$ cat config.mk
export PLATFORM = sky130hd
export DESIGN_NAME = usart_tx
export DESIGN_NICKNAME = d
export VERILOG_FILES = /design/src/rtl/usart_tx.sv
export SDC_FILE = /design/constraint.sdc
export NUM_CORES = 1
export LEC_CHECK = 0
export BUFFER_PORTS_ARGS = -buffer_cell sky130_fd_sc_hd__buf_2
export CAP_MARGIN = 20
export CORE_UTILIZATION = 36
export DETAILED_ROUTE_END_ITERATION = 12
export GPL_TIMING_DRIVEN = 0
export PLACE_DENSITY = 0.59
export SYNTH_ARGS = -nofsm -noshare
export SYNTH_HDL_FRONTEND = slang
export SYNTH_SLANG_ARGS = --single-unit
$ cat constraint.sdc
create_clock -name clk -period 2.95 [get_ports clk]
set_input_delay 0.59 -clock clk [delete_from_list [all_inputs] [get_ports clk]]
set_output_delay 0.59 -clock clk [all_outputs]
set_load 0.05 [all_outputs]
$ cat src/rtl/usart_tx.sv
// usart_fifo: circular-buffer word queue with registered occupancy count.
// Latency: a written word is visible at rd_dat one cycle after the accepting edge.
// Backpressure: wr_rdy is low while full; a same-cycle read does not free the slot early.
module usart_fifo #(
    parameter int WIDTH = 8,
    parameter int DEPTH = 4
) (
    input  logic                     clk,
    input  logic                     reset,
    input  logic [WIDTH-1:0]         wr_dat,
    input  logic                     wr_vld,
    output logic                     wr_rdy,
    input  logic                     rd_en,
    output logic [WIDTH-1:0]         rd_dat,
    output logic [$clog2(DEPTH):0]   count
);
    localparam int PW = $clog2(DEPTH);
    localparam logic [PW:0] FULL = (PW+1)'(DEPTH);

    logic [WIDTH-1:0] mem [DEPTH];
    logic [PW-1:0]    wr_ptr;
    logic [PW-1:0]    rd_ptr;
    logic             push;
    logic             pop;

    assign wr_rdy = (count != FULL);
    assign push   = wr_vld && wr_rdy;
    assign pop    = rd_en && (count != '0);
    assign rd_dat = mem[rd_ptr];

    always_ff @(posedge clk) begin
        if (reset) begin
            wr_ptr <= '0;
            rd_ptr <= '0;
            count  <= '0;
        end else begin
            if (push) begin
                mem[wr_ptr] <= wr_dat;
                wr_ptr      <= wr_ptr + 1'b1;
            end
            if (pop) begin
                rd_ptr <= rd_ptr + 1'b1;
            end
            count <= count + {{PW{1'b0}}, push} - {{PW{1'b0}}, pop};
        end
    end
endmodule

// usart_tx: queues parallel words and serialises them as start/data(LSB first)/stop frames.
// Latency: tx falls one cycle after a word is accepted into an idle, empty transmitter.
// Backpressure: ready drops while the queue is full; words offered then are dropped.
module usart_tx #(
    parameter int CLK_FREQ   = 100000000,
    parameter int BAUD_RATE  = 115200,
    parameter int DATA_BITS  = 8,
    parameter int STOP_BITS  = 1,
    parameter int FIFO_DEPTH = 4
) (
    input  logic                          clk,
    input  logic                          reset,
    input  logic [DATA_BITS-1:0]          data,
    input  logic                          valid,
    output logic                          ready,
    output logic                          tx,
    output logic                          busy,
    output logic                          done,
    output logic [$clog2(FIFO_DEPTH):0]   fifo_count
);
    localparam int BIT_CLKS = CLK_FREQ / BAUD_RATE;
    localparam int CW       = (BIT_CLKS > 1) ? $clog2(BIT_CLKS) : 1;
    localparam logic [CW-1:0] CLK_LAST  = CW'(BIT_CLKS - 1);
    localparam logic [3:0]    DATA_LAST = 4'(DATA_BITS - 1);
    localparam logic [3:0]    STOP_LAST = 4'(STOP_BITS - 1);

    typedef enum logic [1:0] {IDLE, START, DATA, STOP} state_t;

    state_t                 state, state_nxt;
    logic [CW-1:0]          clk_cnt, clk_cnt_nxt;
    logic [3:0]             bit_cnt, bit_cnt_nxt;
    logic [DATA_BITS-1:0]   shift, shift_nxt;
    logic [DATA_BITS-1:0]   head;
    logic                   tx_nxt;
    logic                   done_nxt;
    logic                   pop;
    logic                   bit_end;
    logic                   queued;

    usart_fifo #(
        .WIDTH (DATA_BITS),
        .DEPTH (FIFO_DEPTH)
    ) u_fifo (
        .clk    (clk),
        .reset  (reset),
        .wr_dat (data),
        .wr_vld (valid),
        .wr_rdy (ready),
        .rd_en  (pop),
        .rd_dat (head),
        .count  (fifo_count)
    );

    assign queued  = (fifo_count != '0);
    assign bit_end = (clk_cnt == CLK_LAST);
    assign busy    = (state != IDLE) || queued;

    always_ff @(posedge clk) begin
        if (reset) begin
            state   <= IDLE;
            clk_cnt <= '0;
            bit_cnt <= '0;
            shift   <= '0;
            tx      <= 1'b1;
            done    <= 1'b0;
        end else begin
            state   <= state_nxt;
            clk_cnt <= clk_cnt_nxt;
            bit_cnt <= bit_cnt_nxt;
            shift   <= shift_nxt;
            tx      <= tx_nxt;
            done    <= done_nxt;
        end
    end

    // tx is registered, so it is driven from the state being entered, not the current one.
    always_comb begin
        state_nxt   = state;
        clk_cnt_nxt = clk_cnt;
        bit_cnt_nxt = bit_cnt;
        shift_nxt   = shift;
        tx_nxt      = tx;
        done_nxt    = 1'b0;
        pop         = 1'b0;

        if (state != IDLE) begin
            clk_cnt_nxt = bit_end ? '0 : clk_cnt + 1'b1;
        end

        case (state)
            IDLE: begin
                tx_nxt = 1'b1;
                if (queued) begin
                    pop         = 1'b1;
                    shift_nxt   = head;
                    clk_cnt_nxt = '0;
                    bit_cnt_nxt = '0;
                    state_nxt   = START;
                    tx_nxt      = 1'b0;
                end
            end
            START: begin
                if (bit_end) begin
                    state_nxt = DATA;
                    tx_nxt    = shift[0];
                end
            end
            DATA: begin
                if (bit_end) begin
                    shift_nxt = shift >> 1;
                    if (bit_cnt == DATA_LAST) begin
                        bit_cnt_nxt = '0;
                        state_nxt   = STOP;
                        tx_nxt      = 1'b1;
                    end else begin
                        bit_cnt_nxt = bit_cnt + 1'b1;
                        tx_nxt      = shift_nxt[0];
                    end
                end
            end
            STOP: begin
                if (bit_end) begin
                    if (bit_cnt == STOP_LAST) begin
                        done_nxt    = 1'b1;
                        bit_cnt_nxt = '0;
                        // A queued word chains straight into its start bit.
                        if (queued) begin
                            pop       = 1'b1;
                            shift_nxt = head;
                            state_nxt = START;
                            tx_nxt    = 1'b0;
                        end else begin
                            state_nxt = IDLE;
                            tx_nxt    = 1'b1;
                        end
                    end else begin
                        bit_cnt_nxt = bit_cnt + 1'b1;
                    end
                end
            end
            default: begin
                state_nxt = IDLE;
                tx_nxt    = 1'b1;
            end
        endcase
    end
endmodule

==> flow_summary.ini, run 1 <==
[worst_setup_path]
worstSetupStartpointType = register
crit_path_cell_trace = ha_4, and4bb_2, and3_2, a31oi_1, nor3_2, ha_1, inv_1, ha_1, inv_1, fa_1, xor2_1, xnor2_1, nor2_1
cell_type_group_with_the_largest_total_delay_on_the_critical_path = adder cells
worst_r2r_startpoint = clk_cnt[0]$_SDFF_PP0_
cp_max_fo = 4
timing.critical_path.to_type = register
cpPeakStageDelay_ps = 370
worst_ep_arrival_time_ps = 3030
worstPathBufferInverterCount = 2
critPathRequiredTime_ps = 3160
rr_worst_depth = 13
worstSetupPathType = register to register
worst_r2r_endpoint = u_fifo.count[2]$_SDFF_PP0_
worst-r2r-setup-slack_ps = 130
crit_path_top_delay_cell = dfxtp_2

[clock_network]
cts_h_tree_depth = 3
clkLatencyLatePin_ps = 340
clkSlewWorstSetupHoldPaths_ps = 80
cts_inserted_buffers = 9
cts.hold.buffers_added = 0
clock_path_buffers = 2
cts.sink_count = 67
clock_root_buffer = clkbuf_8
cts_tree = done

[yosys]
synth_flop_cell = dfxtp_1
synth.lib_cells_used.distinct = 55
synthArstFlopShare = 0
synth_edf_count = 32
synth_area_mm2 = 0.00316
syn_nets = 295
yosysWarningCount = 0
post_synth.cell_area_avg_um2 = 11.7
synth_top_cells_by_count = 35 x dfxtp_1, 32 x edfxtp_1, 28 x nor2_1, 25 x nand2_1, 14 x ha_1
postSynthRegisterBits = 67
ys_seq_area_frac = 0.526
synthCells = 269
synth.largest_area_cell = edfxtp_1
post-synth-top-area-fraction = 0.304
synthTopCellsByArea = edfxtp_1 30%, dfxtp_1 22%, mux4_2 5.7%
yosysMostFrequentCell = dfxtp_1

[outcome]
run_status = completed

[placed_design]
portBuffers = 16
globalplace.congestion = 0.768
dpl-instance-area_mm2 = 0.00337
dp_cells = 390
place.detailed.hpwl_um = 4060

[drt]
viasPerCell = 5.17
uppermost_layer_routed = met4
detailroute.via_count = 2113
post-route-drc-count = 0
routed_wire_length_per_instance_um = 14.3
met3RoutedLength_um = 226
detailedRoute.firstIterationViolations = 125
postRouteWirelength_um = 5840
met1_length_um = 2960
detail_route.first_pass.iterations = 4
antenna_violating_nets_post_route = 0
detailroute.wirelength.met2_um = 2550

[cells_and_area]
layoutNonFillerInstCount = 409
area.growth.synth_to_final_pct = 14.0
fin_nets = 325
postLayoutCoreUtil = 0.431
share_of_layout_cells_above_drive_strength_1 = 0.227
antennaDiodeCount = 0
finalInstanceArea_mm2 = 0.00360

[die]
dieArea_mm2 = 0.00915
initial_core_util = 0.378
rows = 33
die-height_um = 95.6
core_mm2 = 0.00834
design.portCount = 18
floorplan.die.width_um = 95.6

[worst_hold_path]
hold_depth = 1
min_from = data[5]
hold_path_class = input pin to register
timing.hold.worst_endpoint = u_fifo.mem[2][5]$_DFFE_PP_

[sta]
max_frequency_mhz = 355
timing.final.hold_violations = 0
post-route-period-util = 0.956
final-max-slew-violation-count = 0
slew_headroom = 0.547
post_route_worst_hold_slack_ps = 467
setup_viol = 0
worst_slew_pin_slew_ps = 679
finClkSkew_ps = 8.63
final.min_clock_period_ps = 2820

[global_route]
grt-ovfl-total = 0
global_route_wire_length_before_repair_um = 9940
grtUsageTotal = 0.146
grt_start_max_net_pins = 13
grt_antenna_before_repair = 0
number_of_global_route_vias_before_repair = 2013

[power]
power.density_cell_area_mw_per_mm2 = 941
static-leakage-power_nw = 1.32
totalPowerFinal_mw = 3.39
vdd_ir_drop_max_mv = 0.619

[flow_run]
max_cap_violations = 0
[sequential cells by signal, indices dropped and copies added, names as in the netlist, named ones only]
signal / count
shift: 8
bit_cnt: 4
done: 1
u_fifo.count: 3
tx: 1
clk_cnt: 10
u_fifo.wr_ptr: 2
u_fifo.mem: 32
state: 2
u_fifo.rd_ptr: 2
[final cells by class]
class | count | area, µm²
Fill cell | 805 | 4740
Clock inverter | 6 | 65.1
Clock buffer | 10 | 128
Sequential cell | 67 | 1660
Multi-Input combinational cell | 177 | 1390
Timing Repair Buffer | 19 | 103
Inverter | 14 | 52.6
Buffer | 11 | 62.6
Tap cell | 105 | 131
[stage by stage]
step           worst slack, ps  setup TNS [ps]
6_report                   129               0
5_1_grt                  -2.80           -2.80
4_1_cts                   42.0               0
3_5_place_dp              54.1               0
3_3_place_gp              94.2               0
2_1_floorplan              204               0
[per-layer routing]
layer  track usage  up-vias
met5             0        -
met4        0.0560        0
met3        0.0335       10
met2         0.214       39
met1         0.208     1016
li1              -     1048
[repair_timing]
action | in CTS | in global routing
setup endpoints to repair | 0 | 1
resized for setup | 0 | 5
setup buffers | 0 | 3
endpoints found under the hold margin | 0 | 0
[worst reg2reg max path: cells and delay by family, from the launching register on]
family | cells | cell delay, ps
simple gates | 4 | 840
xor+xnor | 2 | 300
fa+ha+maj | 4 | 940
compound gates | 1 | 140
flops | 1 | 370
buf+inv | 2 | 110
[where the power goes]
part | total [mW] | internal, mW | switching (mW)
Combinational | 1.40 | 0.574 | 0.823
Clock | 0.757 | 0.393 | 0.364
Sequential | 1.23 | 1.13 | 0.104
[cell usage in the layout (no fill, tap or decap), drive strengths merged, types with 2 or more instances in the layout]
cell type	netlist	routed
nand3	7	7
mux2i	2	2
a31oi	4	4
nor3	5	5
dfxtp	35	35
inv	13	14
and3	3	3
buf	6	25
nor3b	4	4
ha	14	14
clkbuf	5	15
a21oi	12	12
nor4b	3	3
edfxtp	32	32
xnor2	3	3
clkinv	1	5
o21ai	9	9
a221oi	2	2
mux2	3	3
and2	5	5
nand3b	2	2
nand2	25	25
a311oi	11	11
nor2	28	28
a22oi	2	2
nor2b	7	7
or3	3	3
mux4	8	8
[how the worst max path moves through the flow]
stage,start,to,slack (ps),depth (start not counted)
floorplan,u_fifo.count[1]$_SDFF_PP0_,u_fifo.count[2]$_SDFF_PP0_,200,12
global placement,clk_cnt[0]$_SDFF_PP0_,u_fifo.count[2]$_SDFF_PP0_,90,13
detailed placement,clk_cnt[0]$_SDFF_PP0_,u_fifo.count[2]$_SDFF_PP0_,50,13
CTS,clk_cnt[0]$_SDFF_PP0_,u_fifo.count[2]$_SDFF_PP0_,40,13
global route,clk_cnt[0]$_SDFF_PP0_,u_fifo.count[2]$_SDFF_PP0_,-3,13
finish,clk_cnt[0]$_SDFF_PP0_,u_fifo.count[2]$_SDFF_PP0_,130,13
[logic make-up (layout without fill, tap and decap cells)]
kind of cell	count (synthesis)	count (layout)	synth area share
xor+xnor	4	4	0.0111
flops	67	67	0.526
fa+ha+maj	15	15	0.0618
compound gates	45	45	0.113
buf+inv	25	60	0.0365
simple gates	100	100	0.177
mux	13	13	0.0741
Note: power is estimated with default switching activity, not from simulation.
==> run 2: changes to the inputs <==
- REMOVE_ABC_BUFFERS: default -> 1
==> run 2 against run 1 <==
Flip-flop and latch count did not move; first-iteration DRC count is 29% lower; non-clock buffer count down 11; maximum frequency rose by 2.9%; sequential share of layout area rose by 0.47 points; die area unchanged; via count decreased by 4.5%; global-route usage fell by 0.93 points; worst setup slack better by 80 ps; power grew 1.1%; combinational power is 7% lower; cell area is 1.0% lower; critical endpoint unchanged; highest routed layer unchanged.
==> flow_summary.ini, run 2 (synthesis results as in run 1) <==
[placed_design]
place_ws_ps = 28.4
portBuffers = 17
globalplace.congestion = 0.730
place.detailed.hpwl_um = 3710

[sta]
rsz0062_at_grt = no
post-route-period-util = 0.929
worst_slew_pin_slew_ps = 839
slew_headroom = 0.439
setup_viol = 0
max_frequency_mhz = 365
final.min_clock_period_ps = 2740
finalSetupTns_ps = 0
finClkSkew_ps = 8.67
postLayoutSetupSlackWorst_ps = 209
post_route_worst_hold_slack_ps = 454
timing.final.hold_violations = 0
final-max-slew-violation-count = 0

[cells_and_area]
fin_nets = 314
area.growth.synth_to_final_pct = 12.8
layout_commonest_cell = dfxtp_1
antennaDiodeCount = 0
number_of_flip_flops_under_the_largest_register_name = 32
most_flop_heavy_register = u_fifo.mem
share_of_layout_cells_above_drive_strength_1 = 0.225
mostFrequentLayoutCells = 33 x dfxtp_1, 32 x edfxtp_1, 28 x nor2_1, 25 x nand2_1, 17 x buf_2
top_regs = u_fifo.mem: 32 flops, clk_cnt: 10 flops, shift: 8 flops

[die]
die-height_um = 95.6
rows = 33
initial_core_util = 0.378
design.portCount = 18
core_mm2 = 0.00834
floorplan.die.width_um = 95.6
dieArea_mm2 = 0.00915

[clock_network]
cts_tree = done
clock_path_buffers = 2
cts_h_tree_depth = 3
clkLatencyLatePin_ps = 340
cts.hold.buffers_added = 0
clock_root_buffer = clkbuf_8
clkSlewWorstSetupHoldPaths_ps = 80
cts.sink_count = 67
cts_inserted_buffers = 9

[power]
vdd_ir_drop_max_mv = 0.396
power.density_cell_area_mw_per_mm2 = 960
totalPowerFinal_mw = 3.42
static-leakage-power_nw = 1.30

[drt]
postRouteWirelength_um = 5590
detailroute.via_count = 2017
detailedRoute.firstIterationViolations = 89
post-route-drc-count = 0
routed_wire_length_per_instance_um = 14.1
viasPerCell = 5.07
detail_route.first_pass.iterations = 4
antenna_violating_nets_post_route = 0

[global_route]
global_route_wire_length_before_repair_um = 9160
grt_start_max_net_pins = 37
grtUsageTotal = 0.137
global_route.usage.met2 = 0.227
number_of_global_route_vias_before_repair = 1924
grt-ovfl-total = 0
global_route.usage.met1 = 0.162
grt_antenna_before_repair = 0
top_usage_layer = met2
groute.layer.met3.usage = 0.0550

[flow_run]
max_cap_violations = 0

[worst_setup_path]
cp_max_fo = 4
worst_ep_arrival_time_ps = 2950
worst_r2r_endpoint = u_fifo.count[2]$_SDFF_PP0_
worst-r2r-setup-slack_ps = 210
worstSetupStartpointType = register
worst_r2r_startpoint = clk_cnt[0]$_SDFF_PP0_
timing.critical_path.to_type = register
critPathRequiredTime_ps = 3160
worstSetupPathType = register to register
rr_worst_depth = 13

[worst_hold_path]
min_from = data[3]
timing.hold.worst_endpoint = u_fifo.mem[0][3]$_DFFE_PP_
hold_path_class = input pin to register
hold_depth = 1

[outcome]
run_status = completed
-- run 2: cell count changes in the layout (fill, tap and decap cells not counted), sizes merged --
cell	previous run	this run
clkinv	5	2
clkbuf	15	9
clkinvlp	0	1
buf	25	19
bufinv	1	2
inv	14	16
-- run 2: how the worst max path moves through the flow --
stage / end / slack (ps) / depth (start not counted) / startpoint
final: u_fifo.count[2]$_SDFF_PP0_ / 210 / 13 / clk_cnt[0]$_SDFF_PP0_
after global routing: u_fifo.count[2]$_SDFF_PP0_ / 20 / 13 / clk_cnt[0]$_SDFF_PP0_
after CTS: u_fifo.count[2]$_SDFF_PP0_ / 10 / 13 / clk_cnt[0]$_SDFF_PP0_
after detailed placement: u_fifo.count[2]$_SDFF_PP0_ / 30 / 13 / clk_cnt[0]$_SDFF_PP0_
after global placement: u_fifo.count[2]$_SDFF_PP0_ / 70 / 13 / clk_cnt[0]$_SDFF_PP0_
after floorplan: u_fifo.count[2]$_SDFF_PP0_ / 220 / 12 / u_fifo.count[1]$_SDFF_PP0_
-- run 2: layout make-up --
type	instances	area, µm²
multi-input cells	177	1390
repair buffers	19	100
clock buffers	9	124
fillers	813	4780
inverters	14	52.6
flip-flops and latches	67	1660
clock inverters	7	97.6
well taps	105	131
-- run 2: through the flow --
step / area, µm² / std cells / util
2_1_floorplan: 3090 / 258 / -
3_3_place_gp: 3310 / 380 / 0.397
3_5_place_dp: 3310 / 380 / 0.397
4_1_cts: 3540 / 397 / 0.424
5_1_grt: 3560 / 398 / 0.427
6_report: 3560 / 398 / 0.427
-- run 2: worst max-delay path, stage by stage (launching register included) --
cell and delay [ps]:
dfxtp_2 350, ha_2 200, and4bb_2 300, and3_4 220, a31oi_2 120, nor3_2 190
ha_1 260, inv_1 50, ha_1 120, inv_1 40, fa_1 370, xor2_1 180
xnor2_1 140, nor2_1 50
-- run 2: power by group --
part           leakage, nW  internal (mW)  total (mW)  switching (mW)
logic                0.610          0.546        1.30           0.752
clock network        0.108          0.482       0.859           0.377
registers            0.577           1.13        1.26           0.136
total                 1.30           2.16        3.42            1.27
-- run 2: repair_timing --
item / in CTS / in global routing
setup endpoints to repair: 1 / 2
pin swaps: 1 / 2
buffers inserted: 1 / 1
gates resized for setup: 1 / 5
-- run 2: per-layer routing --
metal  routed length, µm  share of wire
met5                   0              0
met4                  63          0.011
met1                2670           0.48
met3                 203          0.036
met2                2660           0.48
==> run 3: changes to the inputs <==
- RECOVER_POWER: default -> 100
==> run 3 against run 2 <==
First-iteration DRC count increased by 10%; final cell count stayed put; cell area down 1.3%; clock power about the same; flip-flop and latch count unchanged; worst hold slack gained 26 ps; utilization fell by 0.54 points; sequential share of layout area up 0.60 points; combinational power shrank 5%; critical endpoint unchanged; highest routed layer unchanged.
==> flow_summary.ini, run 3 (synthesis results as in run 1) <==
[outcome]
run_status = completed

[die]
dieArea_mm2 = 0.00915
initial_core_util = 0.378
die-height_um = 95.6
design.portCount = 18
floorplan.die.width_um = 95.6
rows = 33
core_mm2 = 0.00834

[placed_design]
dp_cells = 380
globalplace.congestion = 0.730
portBuffers = 17
place.detailed.hpwl_um = 3710
place_ws_ps = 28.4

[drt]
routed_wire_length_per_instance_um = 14.1
viasPerCell = 5.06
antenna_violating_nets_post_route = 0
detail_route.first_pass.iterations = 4
postRouteWirelength_um = 5610
detailroute.via_count = 2015
post-route-drc-count = 0
detailedRoute.firstIterationViolations = 98

[global_route]
grt-ovfl-total = 0
grt_antenna_before_repair = 0
grtUsageTotal = 0.137
global_route_wire_length_before_repair_um = 9160
grt_start_max_net_pins = 37
number_of_global_route_vias_before_repair = 1924

[sta]
finalSetupTns_ps = 0
final.min_clock_period_ps = 2750
setup_viol = 0
finClkSkew_ps = 10.1
timing.final.hold_violations = 0
post-route-period-util = 0.931
slew_headroom = 0.437
max_frequency_mhz = 364
rsz0062_at_grt = no
worst_slew_pin_slew_ps = 842
postLayoutSetupSlackWorst_ps = 203
final-max-slew-violation-count = 0

[power]
power.internal_mw = 2.11
clockPowerShare = 0.256
power.combinational.fraction = 0.368
power.density_cell_area_mw_per_mm2 = 956
seqPwrFrac = 0.376
vdd_ir_drop_max_mv = 0.399
static-leakage-power_nw = 1.24
netSwitchingPower_mw = 1.25
switching_share = 0.373

[cells_and_area]
antennaDiodeCount = 0
layoutNonFillerInstCount = 398
share_of_layout_cells_above_drive_strength_1 = 0.164
area.growth.synth_to_final_pct = 11.4
mostFrequentLayoutCells = 33 x dfxtp_1, 32 x edfxtp_1, 28 x nor2_1, 25 x nand2_1, 15 x clkbuf_1
number_of_flip_flops_under_the_largest_register_name = 32
fin_nets = 314
top_regs = u_fifo.mem: 32 flops, clk_cnt: 10 flops, shift: 8 flops
postLayoutCoreUtil = 0.422
layout_commonest_cell = dfxtp_1
most_flop_heavy_register = u_fifo.mem
nFillCells = 822

[worst_setup_path]
crit_path_top_delay_cell = fa_1
cp_max_fo = 4
worstSetupStartpointType = register
crit_top_cell = ha_1
worstSetupPathType = register to register
cpPeakStageDelay_ps = 370
worst_ep_arrival_time_ps = 2960
worstPathBufferInverterCount = 2
crit_path_cell_trace = ha_1, and4bb_2, and3_4, a31oi_2, nor3_2, ha_1, inv_1, ha_1, inv_1, fa_1, xor2_1, xnor2_1, nor2_1
critPathRequiredTime_ps = 3160
timing.critical_path.to_type = register
cell_type_group_with_the_largest_total_delay_on_the_critical_path = adder cells

[clock_network]
cts.sink_count = 67
clkSlewWorstSetupHoldPaths_ps = 80
cts_tree = done
clock_root_buffer = clkbuf_8
clkLatencyLatePin_ps = 350
cts_inserted_buffers = 9
clock_path_buffers = 2
cts_h_tree_depth = 3

[flow_run]
max_cap_violations = 0

[worst_hold_path]
hold_path_class = register to register
==> run 3: changes by cell type in the layout (fill, tap and decap cells not counted), moves of 2 or more <==
cell | previous run | this run
clkbuf_1 | 0 | 15
buf_2 | 17 | 2
o21ai_0 | 7 | 9
buf_4 | 2 | 0
and2_1 | 5 | 1
and2_0 | 0 | 4
==> run 3: metrics by stage <==
stage / hold slack, ps / instance area [µm²] / power, mW
after global placement: 462 / 3310 / 2.53
final: 480 / 3520 / 3.36
after CTS: 441 / 3540 / 3.45
after global routing: 494 / 3520 / 3.59
after detailed placement: 468 / 3310 / 2.57
after floorplan: 434 / 3090 / 2.29
==> run 3: final timing paths <==
kind                            slack [ps]                   from                    endpoint  cells after the start
worst max-delay path                   200  clk_cnt[0]$_SDFF_PP0_  u_fifo.count[2]$_SDFF_PP0_                     13
worst min-delay path                   480  clk_cnt[9]$_SDFF_PP0_       clk_cnt[9]$_SDFF_PP0_                      1
worst max register to register         200  clk_cnt[0]$_SDFF_PP0_  u_fifo.count[2]$_SDFF_PP0_                     13
worst min register to register         480  clk_cnt[9]$_SDFF_PP0_       clk_cnt[9]$_SDFF_PP0_                      1
==> run 3: timing repair <==
item / 4_1_cts / 5_1_grt
setup endpoints to repair: 1 / 2
pin swaps: 1 / 2
hold buffers: 0 / 0
buffers inserted: 1 / 1
gates resized for setup: 1 / 5
==> run 3: power by group through the flow <==
stage | clock (mW) | sequential [mW] | combinational [mW]
after floorplan | 0 | 1.32 | 0.962
after global placement | 0 | 1.28 | 1.25
after detailed placement | 0 | 1.29 | 1.28
after CTS | 0.880 | 1.27 | 1.30
after global routing | 0.919 | 1.29 | 1.38
final | 0.861 | 1.26 | 1.24
==> run 3: routing by layer <==
| metal | up-vias | global-route usage | wire length [µm] |
|---|---|---|---|
| met4 | 0 | 0.0410 | 55 |
| met3 | 6 | 0.0550 | 200 |
| met5 | - | 0 | 0 |
| met2 | 23 | 0.227 | 2660 |
| met1 | 967 | 0.162 | 2700 |
| li1 | 1019 | - | - |
==> run 3: final cells by class <==
type	instances	area (µm²)	area share
Timing Repair Buffer	19	78.8	0.0224
Clock buffer	9	124	0.0352
Tap cell	105	131	0.0374
Clock inverter	7	97.6	0.0277
Multi-Input combinational cell	177	1370	0.389
Sequential cell	67	1660	0.473
Inverter	14	52.6	0.0149
